## src/rtl/tl_pkg.sv

```systemverilog
// Shared phase encoding and store select codes for the traffic-light sequencer and the duration store.
package tl_pkg;

  localparam int CW_DEF = 7;

  localparam logic [1:0] SEL_RED = 2'b00;
  localparam logic [1:0] SEL_YEL = 2'b01;
  localparam logic [1:0] SEL_GRN = 2'b11;

  typedef enum logic [2:0] {
    ST_INIT   = 3'd0,
    ST_RED    = 3'd1,
    ST_GREEN  = 3'd2,
    ST_YELLOW = 3'd3,
    ST_NIGHT  = 3'd4
  } phase_t;

  // Run-state rotation; anything that is not a run phase restarts at red.
  function automatic phase_t next_phase(input phase_t cur);
    case (cur)
      ST_RED:    next_phase = ST_GREEN;
      ST_GREEN:  next_phase = ST_YELLOW;
      default:   next_phase = ST_RED;
    endcase
  endfunction

  // The store is addressed with the code of the phase that will load next.
  function automatic logic [1:0] sel_for(input phase_t cur);
    case (cur)
      ST_RED:    sel_for = SEL_GRN;
      ST_GREEN:  sel_for = SEL_YEL;
      default:   sel_for = SEL_RED;
    endcase
  endfunction

endpackage

```

## src/rtl/tl_phase_counter.sv

```systemverilog
// Loadable CW-bit down-counter, clamps loads up to MIN_DUR; one-cycle update, no backpressure.
// term flags the last second of a phase (count <= 1), so the counter never decrements past 1.
module tl_phase_counter #(
  parameter int CW      = 7,
  parameter int MIN_DUR = 1
) (
  input  logic          clk,
  input  logic          rst,
  input  logic          clr,
  input  logic          load,
  input  logic          dec,
  input  logic [CW-1:0] value,
  output logic [CW-1:0] count,
  output logic          term
);

  localparam logic [CW-1:0] MIN_V = CW'(MIN_DUR);

  logic [CW-1:0] clamped;

  assign clamped = (value < MIN_V) ? MIN_V : value;
  assign term    = (count <= {{(CW-1){1'b0}}, 1'b1});

  always_ff @(posedge clk) begin
    if (rst || clr) begin
      count <= '0;
    end else if (load) begin
      count <= clamped;
    end else if (dec) begin
      count <= count - 1'b1;
    end
  end

endmodule

```

## src/rtl/traffic_phase_ctrl.sv

```systemverilog
// Traffic-light phase sequencer RED->GREEN->YELLOW counting store durations on 1 Hz ticks; Moore outputs, hold freezes.
// Optional night flashing-yellow mode under NIGHT_FLASH_EN (adds the night input).
module traffic_phase_ctrl
  import tl_pkg::*;
#(
  parameter int CW      = CW_DEF,
  parameter int MIN_DUR = 1
) (
  input  logic          clk,
  input  logic          rst,
  input  logic          tick,
  input  logic          hold,
`ifdef NIGHT_FLASH_EN
  input  logic          night,
`endif
  input  logic [CW-1:0] dur_q,
  output logic [1:0]    dur_sel,
  output logic          lamp_r,
  output logic          lamp_y,
  output logic          lamp_g,
  output logic [CW-1:0] remain,
  output logic          phase_done
);

  phase_t state, state_n;
  logic   load, dec, clr, adv, term;

  tl_phase_counter #(
    .CW      (CW),
    .MIN_DUR (MIN_DUR)
  ) u_cnt (
    .clk   (clk),
    .rst   (rst),
    .clr   (clr),
    .load  (load),
    .dec   (dec),
    .value (dur_q),
    .count (remain),
    .term  (term)
  );

  always_ff @(posedge clk) begin
    if (rst) begin
      state      <= ST_INIT;
      phase_done <= 1'b0;
    end else begin
      state      <= state_n;
      phase_done <= adv;
    end
  end

  always_comb begin
    state_n = state;
    load    = 1'b0;
    dec     = 1'b0;
    clr     = 1'b0;
    adv     = 1'b0;
    case (state)
      ST_INIT: begin
        load    = 1'b1;
        state_n = ST_RED;
      end
      ST_RED, ST_GREEN, ST_YELLOW: begin
        if (tick && !hold) begin
          if (term) begin
            load    = 1'b1;
            adv     = 1'b1;
            state_n = next_phase(state);
          end else begin
            dec = 1'b1;
          end
        end
`ifdef NIGHT_FLASH_EN
        // Night mode overrides any countdown activity in the same cycle.
        if (night) begin
          load    = 1'b0;
          dec     = 1'b0;
          adv     = 1'b0;
          clr     = 1'b1;
          state_n = ST_NIGHT;
        end
`endif
      end
`ifdef NIGHT_FLASH_EN
      ST_NIGHT: begin
        if (!night) begin
          state_n = ST_INIT;
        end
      end
`endif
      default: state_n = ST_INIT;
    endcase
  end

`ifdef NIGHT_FLASH_EN
  logic flash;

  // Primed to 1 outside NIGHT so the first night cycle shows yellow on.
  always_ff @(posedge clk) begin
    if (rst) begin
      flash <= 1'b0;
    end else if (state != ST_NIGHT) begin
      flash <= 1'b1;
    end else if (tick) begin
      flash <= ~flash;
    end
  end

  assign lamp_y = (state == ST_YELLOW) || ((state == ST_NIGHT) && flash);
`else
  assign lamp_y = (state == ST_YELLOW);
`endif

  assign lamp_r  = (state == ST_RED);
  assign lamp_g  = (state == ST_GREEN);
  assign dur_sel = sel_for(state);

endmodule

```

## config.mk

```make
export PLATFORM = sky130hd
export DESIGN_NAME = traffic_phase_ctrl
export DESIGN_NICKNAME = d
export VERILOG_FILES = /design/src/rtl/tl_pkg.sv /design/src/rtl/tl_phase_counter.sv /design/src/rtl/traffic_phase_ctrl.sv
export SDC_FILE = /design/constraint.sdc
export NUM_CORES = 1
export LEC_CHECK = 0
export CAP_MARGIN = 40
export CORE_AREA = 2 2 44 46
export CTS_CLUSTER_SIZE = 40
export DETAILED_ROUTE_END_ITERATION = 16
export DIE_AREA = 0 0 46 48
export PLACE_DENSITY = 0.74
export SLEW_MARGIN = 10
export SYNTH_ARGS = -nofsm -noshare
export SYNTH_HDL_FRONTEND = slang
export SYNTH_SLANG_ARGS = --single-unit
```

## constraint.sdc

```tcl
create_clock -name clk -period 1.9 [get_ports clk]
set_input_delay 0.38 -clock clk [delete_from_list [all_inputs] [get_ports clk]]
set_output_delay 0.38 -clock clk [all_outputs]
set_load 0.005 [all_outputs]
```

Word level (Yosys, flattened, before mapping)
Cells that the tools add are included.
- register bits after elaboration: 11
- input bits: 11
- output and inout bits: 13
- word-level logic and storage cells: 33
- add/sub/neg operators: 1
- magnitude comparators: 2
- equal/unequal tests: 5
- multiplexer cells: 14
- bitwise gates (word level): 1
- reduce and logical (&&, ||, !) cells: 7
- operators with widths (operator ; count):
    $mux W7 ; 3
    $pmux W2 S2 ; 2
    $le A7 B1 Y1 const B ; 1
    $lt A7 B1 Y1 const B ; 1
    $sub A7 B1 Y7 const B ; 1
    $eq A3 B2 Y1 const B ; 2
    $mux W3 ; 2
    $pmux W3 S2 ; 1
    $mux W1 ; 5
    $ne A2 B2 Y1 const B ; 2
    $eq A3 B1 Y1 const B ; 1
    $logic_not A3 Y1 ; 1
    $reduce_or A3 Y1 ; 1
    $pmux W1 S2 ; 1
    $reduce_and A2 Y1 ; 1
    $reduce_bool A2 Y1 ; 1
    $reduce_or A2 Y1 ; 1
    $logic_and A1 B1 Y1 ; 1
    $logic_not A1 Y1 ; 1
    $not A1 Y1 ; 1

Logic depth before layout (Yosys ltp)
Gate-level depths: netlist of the first run.
- word-level depth: 6
- depth in mapped cells: 6
- depth with buffers taken out: 6

Hierarchy
A second synthesis of the first run with hierarchy kept.
- cells, all modules: 75
- area total of the unflattened synthesis: 646.9 µm²
- modules (own cells, without submodules) (module ; instances ; cells each ; area each (µm²) ; seq. area each (µm²)):
    tl_phase_counter ; 1 ; 50 ; 401.6 ; 140.1
    traffic_phase_ctrl ; 1 ; 25 ; 245.2 ; 60.1

Worst setup path before layout of the first run
Ideal clock, no wire load.
- path kind: register to register
- from: register u_cnt.count[1]
- to: register u_cnt.count[1]
- library setup time: 103 ps
- arrival time: 1419 ps
- required time: 1797 ps
- setup slack: 377 ps
- cell stages (with the launch flop): 7
- path buffers: 0
- period minus slack after synthesis: 1523 ps
- cell sequence: dfxtp_1 inv_1 ha_1 o21bai_1 a31oi_4 nor2_1 a2111oi_2
- word-level cells in the longest chain between the ends: 5
- elaborated cells on any way between the ends: 11
- classes of those cells: add/sub (1); order compare (1); mux (8); reduce/logical (1)
- RTL lines (item ; RTL line ; source):
    start: declaration ; tl_phase_counter.sv:13 ; output logic [CW-1:0] count,
    start signal: assignment ; tl_phase_counter.sv:28 ; count <= clamped;
    start signal: assignment ; tl_phase_counter.sv:30 ; count <= count - 1'b1;
    $le A7 B1 Y1 ; tl_phase_counter.sv:22 ; assign term = (count <= {{(CW-1){1'b0}}, 1'b1});
    $mux W1 ; traffic_phase_ctrl.sv:65 ; if (term) begin
    $mux W1 ; traffic_phase_ctrl.sv:64 ; if (tick && !hold) begin
    $pmux W1 S2 / $mux W1 (equally long branches) ; traffic_phase_ctrl.sv:58 ; case (state)
    $mux W7 / $reduce_bool A2 Y1 (equally long branches) ; -- ;
Several ways; a longest one is shown, not always the timed one. The select of a mux whose other input is x is not followed.
A chain may end at the register's enable or synchronous reset.

Worst setup path in the final report of the first run
- from: register state[1]
- to: output port dur_sel[1]
- word-level cells in the longest chain between the ends: 2
- elaborated cells on any way between the ends: 3
- classes of those cells: eq/ne (2); mux (1)
- RTL lines (item ; RTL line ; source):
    start: declaration ; traffic_phase_ctrl.sv:25 ; phase_t state, state_n;
    start signal: assignment ; traffic_phase_ctrl.sv:47 ; state <= state_n;
    $eq A3 B2 Y1 / $eq A3 B1 Y1 (equally long branches) ; tl_pkg.sv:29 ; case (cur)
    $pmux W2 S2 * ; tl_pkg.sv:29 ;
    end: declaration ; traffic_phase_ctrl.sv:17 ; output logic [1:0] dur_sel,
Mark *: on every way between the ends. The rest lies on a longest branch, timed or not.

==> flow_summary.json, run 1 <==
{
  "via_count": 757,
  "grt_pass1_wl_um": 3250,
  "cp-start-kind": "flop",
  "die_w_um": 46,
  "fillers": 149,
  "min_to": "state[1]",
  "hold_depth": 2,
  "worst_path_max_delay_cell": "clkdlybuf4s50_1",
  "ir_drop_mv": 0.893,
  "path_class": "flop to output port",
  "grtUsageTotal_pct": 21.1,
  "crit_family": "buffers and inverters",
  "io_pins": 24,
  "netlist.area_leader.share_pct": 27.7,
  "fin_nets": 133,
  "drt_iter0_drc": 19,
  "num_antenna_cells": 0,
  "maxSlewViolCount": 0,
  "clock_skew_ps": 3.69,
  "dp_hpwl_um": 1470,
  "cts_made_buffers": 3,
  "register_area_sq_um": 205,
  "maxCapViolCount": 0,
  "start_util_pct": 42.7,
  "leakagePower_nw": 0.418,
  "r2r-start": "u_cnt.count[1]",
  "grt_antenna_before_repair": 0,
  "cts.sinks": 10,
  "root_buffer": "clkbuf_4",
  "numPortBuffers": 23,
  "routedWlPerCell_um": 15.4,
  "cpPeakStageDelay_ps": 500,
  "dieArea_sq_um": 2210,
  "clkLatencyLatePin_ps": 270,
  "ff2ff_setup_slack_ps": 170,
  "cts_tree": "done",
  "clk_pin_slew_ps": 70,
  "cp-end-kind": "output port",
  "viasPerCell": 5.82,
  "ant_nets": 0,
  "multi_input_area_sq_um": 477,
  "syn-num-nets": 99,
  "worst_pin_slew_ps": 438,
  "power_density_nw_per_um2": 1620,
  "cp.arrival_ps": 1360,
  "yosysUniqueCellTypes": 39,
  "grt.overflow.total": 0,
  "grt_pass1_vias": 731,
  "slew_headroom_pct": 70.0,
  "avgSynthCellArea_sq_um": 8.91,
  "core_sq_um": 1690,
  "reg2reg_depth": 7,
  "routabilityCongestion": 0.861,
  "worstPathCellList": "inv_1, ha_1, clkdlybuf4s50_1",
  "drive_gt1_share_pct": 18.6,
  "die_h_um": 48,
  "min_period_ps": 1740,
  "drc_errors": 0,
  "finalSetupViolations": 0,
  "crit_path_max_fanout": 3,
  "syn-instance-count": 81,
  "final_cell_mix": "22 x clkdlybuf4s50_1, 10 x buf_4, 8 x dfxtp_1, 7 x ha_1, 6 x inv_1",
  "critPathBufInv": 2,
  "layout_setup_ws_ps": 156,
  "drt_pre_antenna_iters": 4,
  "design_area_sq_um": 1060,
  "hold_ws_ps": 462,
  "ys_seq_area_share_pct": 27.7,
  "clock_path_buffers": 2,
  "grt_setup_unrepaired": "false",
  "place_area_sq_um": 1020,
  "synth-main-ff-cell": "dfxtp_1",
  "setup_tns_ps": 0,
  "finalHoldViolCount": 0,
  "timing.rr.end": "u_cnt.count[1]",
  "min_from": "state[1]",
  "htree_levels": 1,
  "synth-seq-cells": 10,
  "routed_wl_um": 2000,
  "synth.top_cells.by_area": "dfxtp_1 28%, ha_1 12%, nor3_1 3.5%",
  "ys_warn_count": 0,
  "area.growth.synth_to_final_pct": 46.3,
  "final_common_cell": "clkdlybuf4s50_1",
  "cp.required_ps": 1520,
  "rows": 15,
  "status": "finished clean",
  "syn-cell-area_sq_um": 722,
  "grt_max_degree": 12,
  "clock.fmax_ghz": 0.573,
  "ctsHoldBuffers": 0,
  "yosysTopAreaCell": "dfxtp_1",
  "place_ws_ps": 2.33,
  "synthArstFlopShare_pct": 0,
  "post-route-period-util_pct": 91.8,
  "worstHoldPathType": "flop to flop",
  "synth_edf_count": 0
}
per-layer routing:
metal | vias to the layer above | part of all wire, % | routed length, um | global-route usage, %
li1 | 368 | - | - | -
met1 | 358 | 46 | 914 | 28.0
met2 | 27 | 47 | 944 | 32.5
met3 | 4 | 5.2 | 104 | 2.26
met4 | 0 | 1.8 | 37 | 13.1
met5 | - | 0 | 0 | 0
cell families (layout without fill, tap and decap cells):
logic type / Yosys count / in the layout / share of synthesized area, %
xor+xnor: 3 / 3 / 3.64
fa+ha+maj: 7 / 7 / 12.1
buf+inv: 10 / 42 / 6.24
simple gates: 29 / 29 / 26.0
flops: 10 / 10 / 27.7
compound gates: 22 / 22 / 24.3
timing repair:
| action | 4_1_cts | 5_1_grt |
|---|---|---|
| setup buffers | 0 | 1 |
| gates resized for setup | 2 | 2 |
| endpoints found under the setup margin | 1 | 1 |
cell type report:
cell class / count / share of cell area (%)
Tap cell: 17 / 2.01
Clock buffer: 3 / 2.13
Multi-Input combinational cell: 61 / 45.1
Inverter: 6 / 2.13
Timing Repair Buffer: 33 / 29.1
Sequential cell: 10 / 19.4
power by group:
group	internal (W)	switching (W)	total, W
clock	0.0000734	0.0000809	0.000154
sequential	0.000305	0.000131	0.000436
combinational	0.000594	0.000525	0.00112
state kept, by name (all words and copies together), names as in the netlist:
name / flops
u_cnt.count: 7
phase_done: 1
state: 2
tightest hold or removal path: stages, from the launching register on:
cell and delay, ps:
dfxtp_2 330, nand2_1 50, a21oi_1 50
cells in the mapped netlist (2+ instances only):
cell,instances
inv_1,6
nor2_1,3
a21oi_1,4
clkbuf_1,2
nand3_1,2
or3_1,2
a31oi_1,2
nor3_1,5
ha_1,7
buf_4,2
dfxtp_1,10
o21ai_0,2
nand2b_1,3
nand2_1,5
xnor2_1,2
through the flow:
stage / utilization [%] / power (W) / std cells
2_1_floorplan: - / 0.00108 / 81
3_3_place_gp: 60.3 / 0.00150 / 126
3_5_place_dp: 60.3 / 0.00153 / 126
4_1_cts: 61.8 / 0.00169 / 129
5_1_grt: 62.5 / 0.00186 / 130
6_report: 62.5 / 0.00171 / 130
worst max path at each step:
stage | endpoint | depth (start not counted) | start | slack (ps)
final | dur_sel[1] | 3 | state[1] | 160
after floorplan | u_cnt.count[1] | 6 | u_cnt.count[1] | 380
after detailed placement | u_cnt.count[1] | 7 | hold | 2
after CTS | dur_sel[0] | 3 | state[0] | 7
after global placement | u_cnt.count[1] | 7 | tick | 3
after global routing | u_cnt.count[6] | 7 | state[0] | 10
Power figures use the tool's default switching activity.
==> run 2: changes to the inputs <==
--- a/config.mk
+++ b/config.mk
@@ -10,6 +10,7 @@
 export CTS_CLUSTER_SIZE = 40
 export DETAILED_ROUTE_END_ITERATION = 16
 export DIE_AREA = 0 0 46 48
+export GPL_TIMING_DRIVEN = 0
 export PLACE_DENSITY = 0.74
 export SLEW_MARGIN = 10
 export SYNTH_ARGS = -nofsm -noshare
==> run 2 against run 1 <==
Clock skew down 3.0 ps. Sequential share of layout area up 0.54 points. Sequential power down 4%. Clock power up 40%. Global-route usage down 1.7 points. Design area down 2.7%. Wire length down 6.9%. Sequential cell count unchanged. Largest cell class unchanged.
==> flow_summary.json, run 2 (synthesis results as in run 1) <==
{
  "cts_tree": "done",
  "start_util_pct": 42.7,
  "area.growth.synth_to_final_pct": 42.3,
  "die_h_um": 48,
  "dieArea_sq_um": 2210,
  "worst_pin_slew_ps": 496,
  "fillers": 152,
  "fin_nets": 129,
  "final_cell_mix": "21 x clkdlybuf4s50_1, 8 x dfxtp_1, 7 x ha_1, 6 x inv_1",
  "design_area_sq_um": 1030,
  "place_area_sq_um": 973,
  "grt_pass1_wl_um": 2970,
  "cp-end-kind": "output port",
  "clock.fmax_ghz": 0.557,
  "routabilityCongestion": 0.833,
  "root_buffer": "clkbuf_4",
  "cp.arrival_ps": 1420,
  "use_met3_pct": 4.53,
  "final_util_pct": 60.8,
  "finalSetupViolations": 0,
  "via_count": 744,
  "clock_skew_ps": 0.650,
  "grt_setup_unrepaired": "false",
  "post-route-period-util_pct": 94.5,
  "crit_path_max_fanout": 4,
  "maxSlewViolCount": 0,
  "cts_made_buffers": 3,
  "grtUsageTotal_pct": 19.4,
  "worstHoldPathType": "flop to flop",
  "cp.required_ps": 1520,
  "rows": 15,
  "drive_gt1_share_pct": 16.4,
  "worstPathCellList": "buf_4, ha_1, clkdlybuf4s50_1",
  "num_antenna_cells": 0,
  "drc_errors": 0,
  "hold_ws_ps": 541,
  "core_sq_um": 1690,
  "clkLatencyLatePin_ps": 290,
  "crit_family": "buffers and inverters",
  "htree_levels": 1,
  "power_density_nw_per_um2": 1660,
  "clock_path_buffers": 2,
  "largest_reg_flops": 7,
  "clk_pin_slew_ps": 80,
  "cp-start-kind": "flop",
  "drt_pre_antenna_iters": 4,
  "die_w_um": 46,
  "finalHoldViolCount": 0,
  "grt_pass1_vias": 698,
  "ir_drop_mv": 0.914,
  "regMostFlops": "u_cnt.count",
  "leakagePower_nw": 0.393,
  "fin_cells": 127,
  "ctsHoldBuffers": 0,
  "power_w": 0.00171,
  "path_class": "flop to output port",
  "status": "finished clean",
  "grt_use_met2_pct": 30.8,
  "maxCapViolCount": 0,
  "grt_busiest_layer": "met2",
  "drt_iter0_drc": 20,
  "numPortBuffers": 23,
  "routedWlPerCell_um": 14.7,
  "critPathBufInv": 2,
  "grt_antenna_before_repair": 0,
  "cpPeakStageDelay_ps": 440,
  "slew_headroom_pct": 66.9,
  "grtUsageMet1_pct": 23.5,
  "top_regs": "u_cnt.count (7), state (2), phase_done (1)",
  "dp_hpwl_um": 1380,
  "final_common_cell": "clkdlybuf4s50_1",
  "worst_path_max_delay_cell": "clkdlybuf4s50_1",
  "dp.cells": 121,
  "cts.sinks": 10,
  "grt_max_degree": 11,
  "routed_wl_um": 1860,
  "ant_nets": 0,
  "grt.overflow.total": 0,
  "viasPerCell": 5.86,
  "min_period_ps": 1800,
  "io_pins": 24
}
==> run 2: where the power goes <==
group	total, W	leakage, nW	switching (W)	internal, W
clock	0.000215	0.0210	0.0000976	0.000117
sequential	0.000420	0.0837	0.000116	0.000304
combinational	0.00107	0.289	0.000513	0.000558
==> run 2: timing repair <==
item                       in CTS  in global routing
setup endpoints to repair       1                  1
setup buffers                   2                  0
gates resized for setup         5                  2
==> run 2: cell type report <==
| cell class | count | area (sq um) | area share (%) |
|---|---|---|---|
| Clock buffer | 4 | 36.3 | 3.53 |
| Inverter | 6 | 22.5 | 2.19 |
| Sequential cell | 10 | 205 | 20.0 |
| Tap cell | 17 | 21.3 | 2.07 |
| Multi-Input combinational cell | 61 | 477 | 46.4 |
| Timing Repair Buffer | 25 | 241 | 23.5 |
| Buffer | 4 | 23.8 | 2.31 |
==> run 2: path summary, 6_finish.rpt <==
check                 start             end  slack, ps  cells past startpoint
max reg2reg  u_cnt.count[1]  u_cnt.count[1]        250                      6
max                state[0]          lamp_r        100                      3
min reg2reg  u_cnt.count[0]  u_cnt.count[0]        540                      2
min          u_cnt.count[0]  u_cnt.count[0]        540                      2
==> run 2: per-layer routing <==
metal | vias up | routed length [um]
li1 | 358 | -
met3 | 6 | 108
met1 | 349 | 829
met2 | 31 | 881
met5 | - | 0
met4 | 0 | 42
==> run 2: worst register-to-register path, cell delays in order (launching register included) <==
cell and delay, ps:
dfxtp_1 370, inv_1 100, ha_1 180, o21bai_1 220, a31oi_4 280, nor2_1 80, a2111oi_2 330
==> run 2: through the flow <==
stage | worst slack, ps | setup TNS (ps)
after floorplan | 377 | 0
after global placement | -95.7 | -199
after detailed placement | -157 | -270
after CTS | 102 | 0
after global routing | 24.3 | 0
final | 104 | 0
==> run 3: changes to the inputs <==
--- a/config.mk
+++ b/config.mk
@@ -6,12 +6,12 @@
 export NUM_CORES = 1
 export LEC_CHECK = 0
 export CAP_MARGIN = 40
-export CORE_AREA = 2 2 44 46
+export CORE_AREA = 2 2 46 48
 export CTS_CLUSTER_SIZE = 40
 export DETAILED_ROUTE_END_ITERATION = 16
-export DIE_AREA = 0 0 46 48
+export DIE_AREA = 0 0 48 50
 export GPL_TIMING_DRIVEN = 0
-export PLACE_DENSITY = 0.74
+export PLACE_DENSITY = 0.69
 export SLEW_MARGIN = 10
 export SYNTH_ARGS = -nofsm -noshare
 export SYNTH_HDL_FRONTEND = slang
==> run 3 against run 2 <==
Worst hold slack lost 8.1 ps. Critical endpoint is now lamp_y. Clock power shrank 33%. Combinational power grew 6%. Count of clock-buffer cells in the layout shrank 1. Largest cell class unchanged. Via count shrank 0.67%. First-iteration DRC count is the same. Utilization shrank 5.7 points. Power shrank 0.48%. Highest routed layer unchanged.
==> flow_summary.json, run 3 (synthesis results as in run 1) <==
{
  "die_w_um": 48,
  "clock.fmax_ghz": 0.547,
  "drt_pre_antenna_iters": 4,
  "min_period_ps": 1830,
  "numPortBuffers": 23,
  "cp-end-kind": "output port",
  "routedWlPerCell_um": 13.6,
  "finalSetupViolations": 0,
  "drt_iter0_drc": 20,
  "dieArea_sq_um": 2400,
  "worst_pin_slew_ps": 490,
  "cts_tree": "done",
  "drive_gt1_share_pct": 18.2,
  "slew_headroom_pct": 67.3,
  "grt_antenna_before_repair": 0,
  "maxSlewViolCount": 0,
  "finalHoldViolCount": 0,
  "place_ws_ps": -139,
  "use_met3_pct": 4.03,
  "top_regs": "u_cnt.count (7), state (2), phase_done (1)",
  "clk_pin_slew_ps": 70,
  "clkLatencyLatePin_ps": 260,
  "ctsHoldBuffers": 0,
  "num_antenna_cells": 0,
  "status": "finished clean",
  "grt_pass1_wl_um": 2840,
  "path_class": "flop to output port",
  "grt_setup_unrepaired": "false",
  "htree_levels": 1,
  "final_cell_mix": "21 x clkdlybuf4s50_1, 8 x dfxtp_1, 6 x ha_1, 6 x buf_4",
  "clock_skew_ps": 4.29,
  "ant_nets": 0,
  "cts.sinks": 10,
  "leakagePower_nw": 0.399,
  "ir_drop_mv": 0.658,
  "root_buffer": "clkbuf_4",
  "routabilityCongestion": 0.838,
  "die_h_um": 50,
  "final_common_cell": "clkdlybuf4s50_1",
  "largest_reg_flops": 7,
  "dp_hpwl_um": 1360,
  "area.growth.synth_to_final_pct": 45.2,
  "fillers": 172,
  "post-route-period-util_pct": 96.1,
  "fin_nets": 130,
  "start_util_pct": 38.0,
  "core_sq_um": 1900,
  "viasPerCell": 5.39,
  "clock_path_buffers": 2,
  "routed_wl_um": 1860,
  "layout_setup_ws_ps": 73.4,
  "grt_max_degree": 11,
  "maxCapViolCount": 0,
  "cp-start-kind": "flop",
  "regMostFlops": "u_cnt.count",
  "worstHoldPathType": "flop to flop",
  "grt_use_met2_pct": 23.8,
  "grt_busiest_layer": "met2",
  "drc_errors": 0,
  "cts_made_buffers": 3,
  "place_area_sq_um": 986,
  "power_density_nw_per_um2": 1620,
  "cp.required_ps": 1520,
  "crit_path_max_fanout": 3,
  "rows": 16,
  "grtUsageTotal_pct": 16.9,
  "multi_input_area_sq_um": 489,
  "grt_pass1_vias": 648,
  "io_pins": 24,
  "grtUsageMet1_pct": 22.2,
  "register_area_sq_um": 205,
  "grt.overflow.total": 0,
  "via_count": 739,
  "design_area_sq_um": 1050,
  "cp.arrival_ps": 1450
}
-- run 3: cell types whose count changed in the layout (fill, tap and decap cells not counted), sizes merged --
cell,change
buf,+1
clkbuf,-1
dlygate4sd2,-1
dlymetal6s2s,+1
-- run 3: cell type report --
class,instances,share of cell area [%]
inverters,6,2.15
clock buffers,3,2.15
plain buffers,4,2.15
repair buffers,26,24.1
multi-input cells,61,46.7
flip-flops and latches,10,19.6
well taps,27,3.22
-- run 3: power breakdown --
group | switching, W | internal, W | total [W]
Combinational | 0.000534 | 0.000591 | 0.00113
Clock | 0.0000717 | 0.0000731 | 0.000145
Sequential | 0.000123 | 0.000304 | 0.000427
Total | 0.000729 | 0.000969 | 0.00170
-- run 3: what timing repair did --
| item | in CTS | in global routing |
|---|---|---|
| endpoints found under the hold margin | 0 | 0 |
| setup buffers | 2 | 1 |
| pin swaps | 0 | 0 |
| cloned | 0 | 0 |
| resized for setup | 7 | 1 |
| endpoints found under the setup margin | 1 | 1 |
-- run 3: path summary, 6_finish.rpt --
check                 start        endpoint  slack [ps]  cells past startpoint
max reg2reg        state[0]  u_cnt.count[4]         170                      6
min reg2reg  u_cnt.count[0]  u_cnt.count[0]         530                      2
min          u_cnt.count[0]  u_cnt.count[0]         530                      2
max                state[1]          lamp_y          70                      4
-- run 3: metal layers --
layer	part of all wire, %	vias to the layer above
met3	5.8	4
met4	1.8	0
met2	47	33
met5	0	-
met1	45	336
li1	-	366
-- run 3: critical path, stage by stage (launching register included) --
cell             delay, ps
dfxtp_2                320
buf_4                  120
buf_4                  130
ha_1                   170
clkdlybuf4s50_1        440
-- run 3: per-stage QoR --
step | TNS (ps) | total power (W) | cells | utilization (%) | hold WS (ps)
floorplan | 0 | 0.00108 | 81 | - | 465
detailed placement | -242 | 0.00148 | 131 | 51.8 | 485
global route | 0 | 0.00183 | 137 | 55.1 | 574
CTS | 0 | 0.00168 | 136 | 54.6 | 539
global placement | -176 | 0.00145 | 131 | 51.8 | 480
finish | 0 | 0.00170 | 137 | 55.1 | 533
